==> src/rtl/alu_exec_unit.sv <==
// Execute-stage ALU for the pipeline.
// Single-op codes return a registered result one cycle after acceptance.
// Shift codes use a 1-bit-per-cycle shifter and hold in_ready low while busy.
module alu_exec_unit #(
  parameter int DATA_WIDTH = 32
) (
  input  logic                  clk,
  input  logic                  reset,
  input  logic                  in_valid,
  output logic                  in_ready,
  input  logic [3:0]            Operation,
  input  logic [DATA_WIDTH-1:0] SrcA,
  input  logic [DATA_WIDTH-1:0] SrcB,
  input  logic                  flush,
  output logic                  out_valid,
  output logic [DATA_WIDTH-1:0] ALUResult,
  output logic                  busy
);

  localparam int SHW = $clog2(DATA_WIDTH);

  typedef enum logic {
    IDLE,
    SHIFT
  } state_e;

  typedef enum logic [1:0] {
    SH_LL,
    SH_RL,
    SH_RA
  } shKind_e;

  state_e                state_q, state_d;
  shKind_e               shKind_q, shKind_d;
  logic [SHW-1:0]        count_q, count_d;
  logic [DATA_WIDTH-1:0] shiftReg_q, shiftReg_d;
  logic [DATA_WIDTH-1:0] result_q, result_d;
  logic                  outValid_q, outValid_d;

  logic                  accept;
  logic                  isShift;
  logic [SHW-1:0]        shamt;
  logic [DATA_WIDTH-1:0] singleResult;
  logic [DATA_WIDTH-1:0] shiftStep;

  assign in_ready  = (state_q == IDLE);
  assign busy      = (state_q == SHIFT);
  assign out_valid = outValid_q;
  assign ALUResult = result_q;

  assign accept  = in_valid && in_ready && !flush;
  assign isShift = (Operation == 4'b1000) || (Operation == 4'b1001) ||
                   (Operation == 4'b1010);
  assign shamt   = SrcB[SHW-1:0];

  // Result of every single-cycle code; reserved codes and shift codes decode to zero here.
  always_comb begin
    singleResult = '0;
    case (Operation)
      4'b0000: singleResult = SrcA & SrcB;
      4'b0001: singleResult = SrcA | SrcB;
      4'b0010: singleResult = SrcA ^ SrcB;
      4'b0011: singleResult = SrcA + SrcB;
      4'b0100: singleResult = SrcA - SrcB;
      4'b0101: singleResult = {{(DATA_WIDTH-1){1'b0}}, (SrcA == SrcB)};
      4'b0110: singleResult = {{(DATA_WIDTH-1){1'b0}}, (SrcA != SrcB)};
      4'b0111: singleResult = {{(DATA_WIDTH-1){1'b0}}, ($signed(SrcA) < $signed(SrcB))};
      4'b1011: singleResult = {{(DATA_WIDTH-1){1'b0}}, ($signed(SrcA) >= $signed(SrcB))};
      4'b1101: singleResult = SrcB;
      default: singleResult = '0;
    endcase
  end

  // One-bit step of the iterative shifter; SRA replicates the sign bit.
  always_comb begin
    shiftStep = shiftReg_q;
    case (shKind_q)
      SH_LL:   shiftStep = {shiftReg_q[DATA_WIDTH-2:0], 1'b0};
      SH_RL:   shiftStep = {1'b0, shiftReg_q[DATA_WIDTH-1:1]};
      default: shiftStep = {shiftReg_q[DATA_WIDTH-1], shiftReg_q[DATA_WIDTH-1:1]};
    endcase
  end

  // Next-state logic: accept in IDLE, count down in SHIFT, flush aborts the shift.
  always_comb begin
    state_d    = state_q;
    shKind_d   = shKind_q;
    count_d    = count_q;
    shiftReg_d = shiftReg_q;
    result_d   = result_q;
    outValid_d = 1'b0;
    case (state_q)
      IDLE: begin
        if (accept) begin
          if (isShift && (shamt != '0)) begin
            state_d    = SHIFT;
            count_d    = shamt;
            shiftReg_d = SrcA;
            if (Operation[1:0] == 2'b00) begin
              shKind_d = SH_LL;
            end else if (Operation[1:0] == 2'b01) begin
              shKind_d = SH_RL;
            end else begin
              shKind_d = SH_RA;
            end
          end else begin
            result_d   = isShift ? SrcA : singleResult;
            outValid_d = 1'b1;
          end
        end
      end
      SHIFT: begin
        if (flush) begin
          state_d = IDLE;
          count_d = '0;
        end else begin
          shiftReg_d = shiftStep;
          count_d    = count_q - SHW'(1);
          if (count_q == SHW'(1)) begin
            result_d   = shiftStep;
            outValid_d = 1'b1;
            state_d    = IDLE;
          end
        end
      end
      default: begin
        state_d = IDLE;
        count_d = '0;
      end
    endcase
  end

  // State and datapath registers with synchronous reset; a mid-shift reset aborts like flush.
  always_ff @(posedge clk) begin
    if (reset) begin
      state_q    <= IDLE;
      shKind_q   <= SH_LL;
      count_q    <= '0;
      shiftReg_q <= '0;
      result_q   <= '0;
      outValid_q <= 1'b0;
    end else begin
      state_q    <= state_d;
      shKind_q   <= shKind_d;
      count_q    <= count_d;
      shiftReg_q <= shiftReg_d;
      result_q   <= result_d;
      outValid_q <= outValid_d;
    end
  end

endmodule

==> config.mk <==
export PLATFORM = sky130hd
export DESIGN_NAME = alu_exec_unit
export DESIGN_NICKNAME = d
export VERILOG_FILES = /design/src/rtl/alu_exec_unit.sv
export SDC_FILE = /design/constraint.sdc
export NUM_CORES = 1
export LEC_CHECK = 0
export ABC_AREA = 1
export CORE_ASPECT_RATIO = 0.5
export CORE_UTILIZATION = 25
export DETAILED_ROUTE_END_ITERATION = 7
export PLACE_DENSITY_LB_ADDON = 0.2
export SYNTH_ARGS = -nofsm -noshare
export SYNTH_HDL_FRONTEND = slang
export SYNTH_SLANG_ARGS = --single-unit
==> constraint.sdc <==
create_clock -name clk -period 4.2 [get_ports clk]
set_clock_uncertainty 0.05 [all_clocks]
set_input_delay 0.84 -clock clk [delete_from_list [all_inputs] [get_ports clk]]
set_output_delay 0.84 -clock clk [all_outputs]
set_load 0.03 [all_outputs]
After elaboration in Yosys (flattened, before gate mapping)
Cells that the tools add are included.
{"block": "classes", "shifts": 0, "reduce_logical": 14, "n_lt_le_gt_ge": 2, "mux": 28, "eq_ne": 22, "addsub": 3, "multipliers": 0, "bitwise": 4, "n_div": 0}
{"op": "$pmux W32 S10", "count": 1}
{"op": "$mux W32", "count": 8}
{"op": "$pmux W32 S2", "count": 3}
{"op": "$add A32 B32 Y32", "count": 1}
{"op": "$and A32 B32 Y32", "count": 1}
{"op": "$eq A32 B32 Y1", "count": 1}
{"op": "$ge A32 B32 Y1", "count": 1}
{"op": "$lt A32 B32 Y1", "count": 1}
{"op": "$ne A32 B32 Y1", "count": 1}
{"op": "$or A32 B32 Y32", "count": 1}
{"op": "$sub A32 B32 Y32", "count": 1}
{"op": "$xor A32 B32 Y32", "count": 1}
{"op": "$eq A4 B4 Y1 const B", "count": 5}
{"op": "$eq A4 B3 Y1 const B", "count": 4}
{"op": "$mux W5", "count": 3}
{"op": "$pmux W5 S2", "count": 1}
{"op": "$eq A4 B2 Y1 const B", "count": 2}
{"op": "$mux W1", "count": 8}
{"op": "$ne A2 B1 Y1 const B", "count": 3}
{"op": "$reduce_and A3 Y1", "count": 2}
{"op": "$eq A5 B1 Y1 const B", "count": 1}
{"op": "$reduce_bool A5 Y1", "count": 1}
{"op": "$sub A5 B1 Y5 const B", "count": 1}
{"op": "$eq A2 B1 Y1 const B", "count": 2}
{"op": "12 further kinds", "count": 19}
{"block": "word_totals", "n_memories": 0, "ff_bits": 73, "input_bits": 72, "out_inout_bits": 35, "mem_bits_rw": 0, "latchBits": 0, "elab_cells": 79, "rom_bits": 0}

Depth between registers and ports, before layout
Gate-level depths: netlist (run 1).
{"block": "depth", "word_depth": 7, "mapped_depth": 19, "depth_no_buf": 19}

Least setup slack after synthesis (run 1)
OpenSTA, ideal clock, no wires.
{"block": "synth_timing", "path_kind": "input -> register", "startpoint": "input SrcA[0]", "endpoint": "register result_q[30], in the netlist ALUResult[30]", "required_time_ps": 4080, "stages": 15, "setup_ps": 70, "path_slack_ps": 1636, "arrival_time_ps": 2445, "cell_sequence": "ha_1 fa_1 nand3_1 nand3_1 inv_1 o21ai_1 nand2_1 nand2_1 nand2_1 nand2_1 nand2_1 nand3_1 nand3_1 nand2_1 a21oi_1"}
{"block": "synth_between", "elab_chain_len": 6, "elab_cells_between_ends": 7, "cone_classes": "add/sub (2); mux (5)"}
{"element": "start, declared", "line_no": "12", "text": "input logic [DATA_WIDTH-1:0] SrcA,"}
{"element": "$sub A32 B32 Y32 / $add A32 B32 Y32 (equally long branches)", "line_no": "64, 63"}
{"element": "$pmux W32 S10 (*)", "line_no": "59", "text": "case (Operation)"}
{"element": "$mux W32 (*)", "line_no": "107", "text": "result_d = isShift ? SrcA : singleResult;"}
{"element": "$mux W32 (*)", "line_no": "95", "text": "if (isShift && (shamt != '0)) begin"}
{"element": "$mux W32 (*)", "line_no": "94", "text": "if (accept) begin"}
{"element": "$pmux W32 S2 (*)", "line_no": "92", "text": "case (state_q)"}
{"element": "end signal, assigned", "line_no": "147", "text": "result_q <= result_d;"}
{"element": "end, declared", "line_no": "37", "text": "logic [DATA_WIDTH-1:0] result_q, result_d;"}
Mark *: on every way between the ends. The rest lies on a longest branch, timed or not. The select of a mux whose other input is x is not followed.
A chain may end at the register's enable or synchronous reset.

Worst setup path in the final report (run 1)
{"block": "layout_timing", "startpoint": "input SrcA[6]", "endpoint": "register result_q[29], in the netlist ALUResult[29]"}
Same word-level chain as after synthesis.

==> results of run 1 <==
==> tightest hold or removal path, cell delays in order (launching register included) <==
cell     delay (ns)
dfxtp_1        0.32
nand2_1        0.06
a21oi_1        0.05
==> cell usage after synthesis (2+ instances only) <==
master / number / share of area [%]
fa_1: 2 / 0.41
a211oi_1: 28 / 2.2
dfxtp_1: 73 / 15
inv_1: 243 / 9.4
nor2_2: 9 / 0.58
buf_1: 3 / 0.12
nor3_1: 27 / 1.4
nand2_2: 3 / 0.19
ha_1: 99 / 13
buf_2: 31 / 1.6
nand2_1: 367 / 14
o2111ai_1: 2 / 0.18
nand3_1: 117 / 6.1
o21ai_1: 6 / 0.31
o22ai_1: 24 / 1.6
inv_2: 7 / 0.27
buf_4: 3 / 0.23
buf_6: 3 / 0.35
a211oi_2: 17 / 2.2
nand4_1: 13 / 0.84
clkbuf_1: 36 / 1.4
o21ai_0: 144 / 7.5
a21oi_1: 154 / 8.0
o221ai_1: 2 / 0.18
a221oi_1: 23 / 2.1
nor2_1: 141 / 5.5
a311oi_1: 19 / 1.7
o211ai_1: 5 / 0.39
xnor2_1: 2 / 0.18
o21bai_1: 8 / 0.62
a31oi_1: 13 / 0.84
nor2_4: 2 / 0.23
==> metal layers <==
metal | share of wire (%) | routed length [um] | vias up
met2 | 38 | 17800 | 435
met5 | 0 | 0 | -
met4 | 1.0 | 490 | 0
met1 | 52 | 24800 | 5441
met3 | 8.8 | 4180 | 31
li1 | - | - | 5644
==> sequential cells by signal, summed over array words and instances (netlist names) <==
register,count
ALUResult,32
busy,1
count_q,5
out_valid,1
shKind_q,2
shiftReg_q,32
==> cell usage in the layout, fill, tap and decap left out, types with 19 or more instances in the layout <==
| cell type | instances |
|---|---|
| nor2_1 | 140 |
| ha_1 | 99 |
| nand2_1 | 367 |
| nor3_1 | 27 |
| o22ai_1 | 24 |
| o21ai_0 | 144 |
| buf_4 | 42 |
| inv_1 | 243 |
| a311oi_1 | 19 |
| a21oi_1 | 154 |
| nand3_1 | 117 |
| a211oi_1 | 28 |
| a221oi_1 | 23 |
| dfxtp_1 | 73 |
| clkdlybuf4s50_1 | 106 |
==> worst paths after layout <==
path                              start                    endpoint  slack [ns]
min          shiftReg_q[8]$_SDFFE_PP0P_  shiftReg_q[8]$_SDFFE_PP0P_        0.43
max reg2reg             busy$_SDFF_PP0_  shiftReg_q[1]$_SDFFE_PP0P_        1.66
max                             SrcA[6]  ALUResult[29]$_SDFFE_PP0P_        0.53
min reg2reg  shiftReg_q[8]$_SDFFE_PP0P_  shiftReg_q[8]$_SDFFE_PP0P_        0.43
==> power groups by stage <==
stage | clock [mW] | combinational, mW | sequential (mW)
6_report | 0.914 | 1.21 | 0.754
5_1_grt | 0.960 | 1.31 | 0.757
4_1_cts | 0.924 | 1.18 | 0.754
3_5_place_dp | 0 | 1.17 | 0.768
3_3_place_gp | 0 | 1.19 | 0.768
2_1_floorplan | 0 | 0.644 | 0.807
==> logic make-up after synthesis <==
logic type | Yosys count | synth area share (%)
xor+xnor | 3 | 0.272
simple gates | 686 | 29.7
fa+ha+maj | 101 | 13.2
buf+inv | 328 | 13.5
flops | 73 | 15.1
compound gates | 450 | 28.1
==> layout make-up <==
class | count | share of cell area (%)
inverters | 251 | 8.04
repair buffers | 150 | 12.1
well taps | 520 | 5.55
multi-input cells | 1240 | 58.9
clock buffers | 11 | 2.07
flip-flops and latches | 73 | 12.5
clock inverters | 5 | 0.875
==> run_results.csv, run 1 <==
group,metric,value,unit
status,status,"complete, no violations",
pwr,share_comb_of_total_power,42.0,%
clock_network,cts-root-buf,"clkbuf_16",
global_route,grtUsageMet2,31.5,%
clock_network,clock_latency,0.34,ns
global_route,first_global_vias,10671,
sta,slew_headroom,45.7,%
layout,multi_input_area,6900,um2
global_route,grt_pass1_wl,70.1,mm
die,pin_count,107,
route,first_iter_violations,1215,
synth,synth-seq-cells,73,
synth,syn_inst,1641,
sta,clock.fmax,273,MHz
synth,yosysSeqAreaShare,15.1,%
layout,areaGrowthSynthToFinish,21.3,%
pwr,p_per_area,245,nW/um2
pwr,p_sw,1.17,mW
run,drv_cap,0,
die,row_count,50,
clock_network,cts_buffer_depth,2,
sta,fin_crit_sh,87.3,%
synth,synth.distinct_cells,47,
clock_network,hold_buffers,0,
critical_path,critical_path.max_fanout,8,
synth,yosys_warnings,0,
die,core,37700,um2
sta,hold_viol,0,
pwr,clock_power_share,31.8,%
die,die_y,141,um
global_route,grt_overflow_total,0,
synth,synth_edf_count,0,
clock_network,cts_buffers,9,
layout,design_area,11700,um2
pwr,power_frac_seq,26.2,%
clock_network,htree_levels,3,
placed_design,placed_cell_area,11400,um2
layout,utilization,31.1,%
placed_design,dp_hpwl,38.5,mm
synth,async_flop_share,0,%
global_route,grtUsageMet3,5.10,%
route,drc,0,
critical_path,crit_path_cell_trace,"clkdlybuf4s50_1, inv_1, ha_1, a21oi_1, o21ai_0, a21oi_1, nand2_1, nand2_1, nand2_1, nand2_1, nand3_1, nand3_1, nand2_1, a21oi_1",
sta,hold-worst-slack,0.426,ns
sta,setup_ws,0.534,ns
layout,layout.cells.non_filler,2250,
route,vias_per_cell,5.13,
synth,post_synth.cell_area_avg,5.89,um2
die,die_x,280,um
layout,antenna_cells,0,
critical_path,crit_path_end_kind,"flop",
clock_network,cts_setup_buffers,0,
global_route,grt_max_degree,74,
pwr,sw_frac_of_total,40.6,%
global_route,grt_usage,23.8,%
critical_path,critPathTopFamily,"compound AO/OA/AOI/OAI gates",
layout,drive_gt1_share,5.95,%
route,drtPass1Iterations,6,
pwr,power.internal,1.71,mW
placed_design,portBuffers,106,
route,wl,47.3,mm
sta,rsz0062_at_grt,"no",
critical_path,worst-path-buf-inv,2,
synth,netlist_area,9660,um2
layout,nFillCells,4195,
route,final_antenna_net_count,0,
clock_network,cts_tree,"yes",
global_route,grt_antenna_before_repair,1,
placed_design,dp.cells,2234,
synth,syn-num-nets,1814,
critical_path,ff2ff_path_depth,8,
die,start_util,25.6,%
critical_path,start_kind,"primary input",
placed_design,post-place-ws,0.283,ns
worst_hold_path,hold_path_depth,2,
critical_path,worst-setup-path-type,"in2reg",
route,wl_per_cell,21.0,um
critical_path,critical-path-slowest-cell,"clkdlybuf4s50_1",
critical_path,crit_required,4.42,ns
layout,final_nets,1898,
critical_path,crit_top_cell,"nand2_1",
sta,fin_tns_setup,0,ns
pwr,leakagePower,5.34,nW
placed_design,gp_congestion,0.963,
sta,tightest_slew,0.814,ns
pwr,ir_worst_vdd,0.000152,V
worst_hold_path,hold_path.class,"reg2reg",
sta,period_minus_slack,3.67,ns
sta,slew_viol_final,0,
layout,regArea,1460,um2
critical_path,cp.depth,14,
route,vias,11551,
sta,finalSetupViolCount,0,
synth,ys.flop_type,"dfxtp_1",
global_route,top_usage_layer,"met1",
clock_network,clock-sinks,73,
pwr,p_total,2.88,mW
clock_network,clkSlewWorstSetupHoldPaths,0.06,ns
clock_network,post_cts_resized,0,
critical_path,slowest_delay,0.69,ns
global_route,use_met1,38.0,%
die,dieArea,39500,um2
critical_path,crit_arrival,3.89,ns
(Power assumes the default switching activity.)
==> run 2, diff against run 1 <==
--- a/constraint.sdc
+++ b/constraint.sdc
@@ -3,3 +3,3 @@
 set_input_delay 0.84 -clock clk [delete_from_list [all_inputs] [get_ports clk]]
 set_output_delay 0.84 -clock clk [all_outputs]
-set_load 0.03 [all_outputs]
+set_load 0.005 [all_outputs]
==> run_results.csv, run 2 (same netlist as run 1, synthesis figures left out) <==
group,metric,value,unit
layout,nFillCells,4274,
placed_design,gp_congestion,1.02,
die,core,37700,um2
layout,areaGrowthSynthToFinish,21.2,%
clock_network,cts_setup_buffers,0,
critical_path,r2r_slack,1.84,ns
clock_network,clock-sinks,73,
clock_network,cts-root-buf,"clkbuf_16",
clock_network,clkSlewWorstSetupHoldPaths,0.06,ns
clock_network,htree_levels,3,
critical_path,ff2ff_path_depth,6,
die,die_x,280,um
sta,rsz0062_at_grt,"no",
pwr,p_per_area,235,nW/um2
layout,antenna_cells,0,
critical_path,crit_required,4.38,ns
global_route,grt_antenna_before_repair,0,
critical_path,critical_path.max_fanout,8,
clock_network,hold_buffers,0,
layout,regArea,1460,um2
route,vias_per_cell,5.22,
sta,hold_viol,0,
sta,period_minus_slack,3.66,ns
worst_hold_path,hold_path.class,"reg2reg",
layout,final_nets,1899,
die,pin_count,107,
layout,multi_input_area,6900,um2
route,wl_per_cell,21.3,um
clock_network,cts_tree,"yes",
sta,setup_ws,0.544,ns
sta,fin_crit_sh,87.0,%
route,wl_met3,4.29,mm
clock_network,post_cts_resized,0,
die,die_y,141,um
clock_network,cts_buffers,9,
critical_path,setup.worst_path.end,"ALUResult[30]$_SDFFE_PP0P_",
layout,drive_gt1_share,6.07,%
sta,slew_viol_final,0,
route,vias,11745,
route,m1WireLength,24.8,mm
route,topRoutingLayerUsed,"met4",
status,status,"complete, no violations",
route,drc,0,
sta,fin_tns_setup,0,ns
critical_path,crit_path_end_kind,"flop",
pwr,ir_worst_vdd,0.000181,V
global_route,first_global_vias,10842,
route,wl,47.9,mm
layout,mostFrequentLayoutCells,"nand2_1, inv_1, a21oi_1",
global_route,grt_pass1_wl,71.0,mm
placed_design,portBuffers,106,
sta,tightest_slew,0.818,ns
critical_path,reg2reg_from,"shKind_q[1]$_SDFFE_PP0P_",
global_route,grt_usage,23.9,%
placed_design,dp_hpwl,39.1,mm
sta,finalSetupViolCount,0,
route,drtPass1Iterations,6,
critical_path,worst-setup-path-type,"in2reg",
route,wl_met2,18.5,mm
pwr,leakagePower,5.34,nW
clock_network,cts_buffer_depth,2,
sta,clock.fmax,274,MHz
global_route,grt_max_degree,72,
critical_path,start_kind,"primary input",
die,row_count,50,
die,dieArea,39500,um2
critical_path,crit_arrival,3.83,ns
run,drv_cap,0,
route,final_antenna_net_count,0,
route,first_iter_violations,1373,
critical_path,startpoint,"SrcB[2]",
placed_design,post-place-ws,0.304,ns
global_route,grt_overflow_total,0,
die,start_util,25.6,%
clock_network,clock_latency,0.34,ns
layout,final_common_cell,"nand2_1",
critical_path,rr_endpoint,"shiftReg_q[1]$_SDFFE_PP0P_",
sta,slew_headroom,45.4,%
[run 2: changes by cell type in the layout (fill, tap and decap cells not counted)]
| cell | previous run | this run |
|---|---|---|
| bufinv_16 | 3 | 1 |
| clkbuf_8 | 1 | 3 |
| buf_12 | 2 | 3 |
| clkbuf_1 | 1 | 0 |
| clkinvlp_4 | 1 | 2 |
[run 2: final cells by class]
cell class / count / area share (%)
Multi-Input combinational cell: 1240 / 59.0
Sequential cell: 73 / 12.5
Timing Repair Buffer: 151 / 12.3
Inverter: 251 / 8.04
Tap cell: 520 / 5.56
Clock buffer: 12 / 2.28
Clock inverter: 4 / 0.427
[run 2: worst min path at each step]
stage / start / to / slack [ns] / cells after the start
floorplan: shKind_q[0]$_SDFFE_PP0P_ / shKind_q[0]$_SDFFE_PP0P_ / 0.39 / 2
global placement: shKind_q[0]$_SDFFE_PP0P_ / shKind_q[0]$_SDFFE_PP0P_ / 0.42 / 2
detailed placement: shKind_q[0]$_SDFFE_PP0P_ / shKind_q[0]$_SDFFE_PP0P_ / 0.42 / 2
CTS: shKind_q[0]$_SDFFE_PP0P_ / shKind_q[0]$_SDFFE_PP0P_ / 0.43 / 2
global route: shiftReg_q[9]$_SDFFE_PP0P_ / shiftReg_q[9]$_SDFFE_PP0P_ / 0.46 / 2
finish: shKind_q[0]$_SDFFE_PP0P_ / shKind_q[0]$_SDFFE_PP0P_ / 0.43 / 2
[run 2: routing by layer]
| layer | vias to the layer above | GRT usage, % |
|---|---|---|
| met5 | - | 0 |
| met3 | 31 | 3.31 |
| met4 | 0 | 3.05 |
| li1 | 5644 | - |
| met1 | 5602 | 39.1 |
| met2 | 468 | 32.5 |
[run 2: stage by stage]
step	instance area (um2)	total power [mW]	hold WS, ns	std cells	util, %
after global routing	11700	2.88	0.461	2251	31.0
final	11700	2.75	0.428	2251	31.0
after global placement	11400	1.91	0.420	2235	30.2
after floorplan	9660	1.41	0.390	1641	-
after CTS	11700	2.71	0.428	2251	31.0
after detailed placement	11400	1.90	0.420	2235	30.2
[run 2: critical path, stage by stage]
cell	delay [ns]
clkdlybuf4s50_1	0.55
inv_1	0.12
ha_1	0.46
nand3_1	0.11
nand3_1	0.22
inv_1	0.10
o21ai_1	0.34
nand2_1	0.16
nand2_1	0.16
nand2_1	0.09
nand2_1	0.07
nand2_1	0.05
nand3_1	0.08
nand3_1	0.24
nand2_1	0.15
a21oi_1	0.07
[run 2: report_power, final]
group          total, mW  switching [mW]  internal [mW]
Combinational       1.17           0.785          0.382
Clock              0.826           0.318          0.508
Sequential         0.754          0.0232          0.731
Total               2.75            1.13           1.62
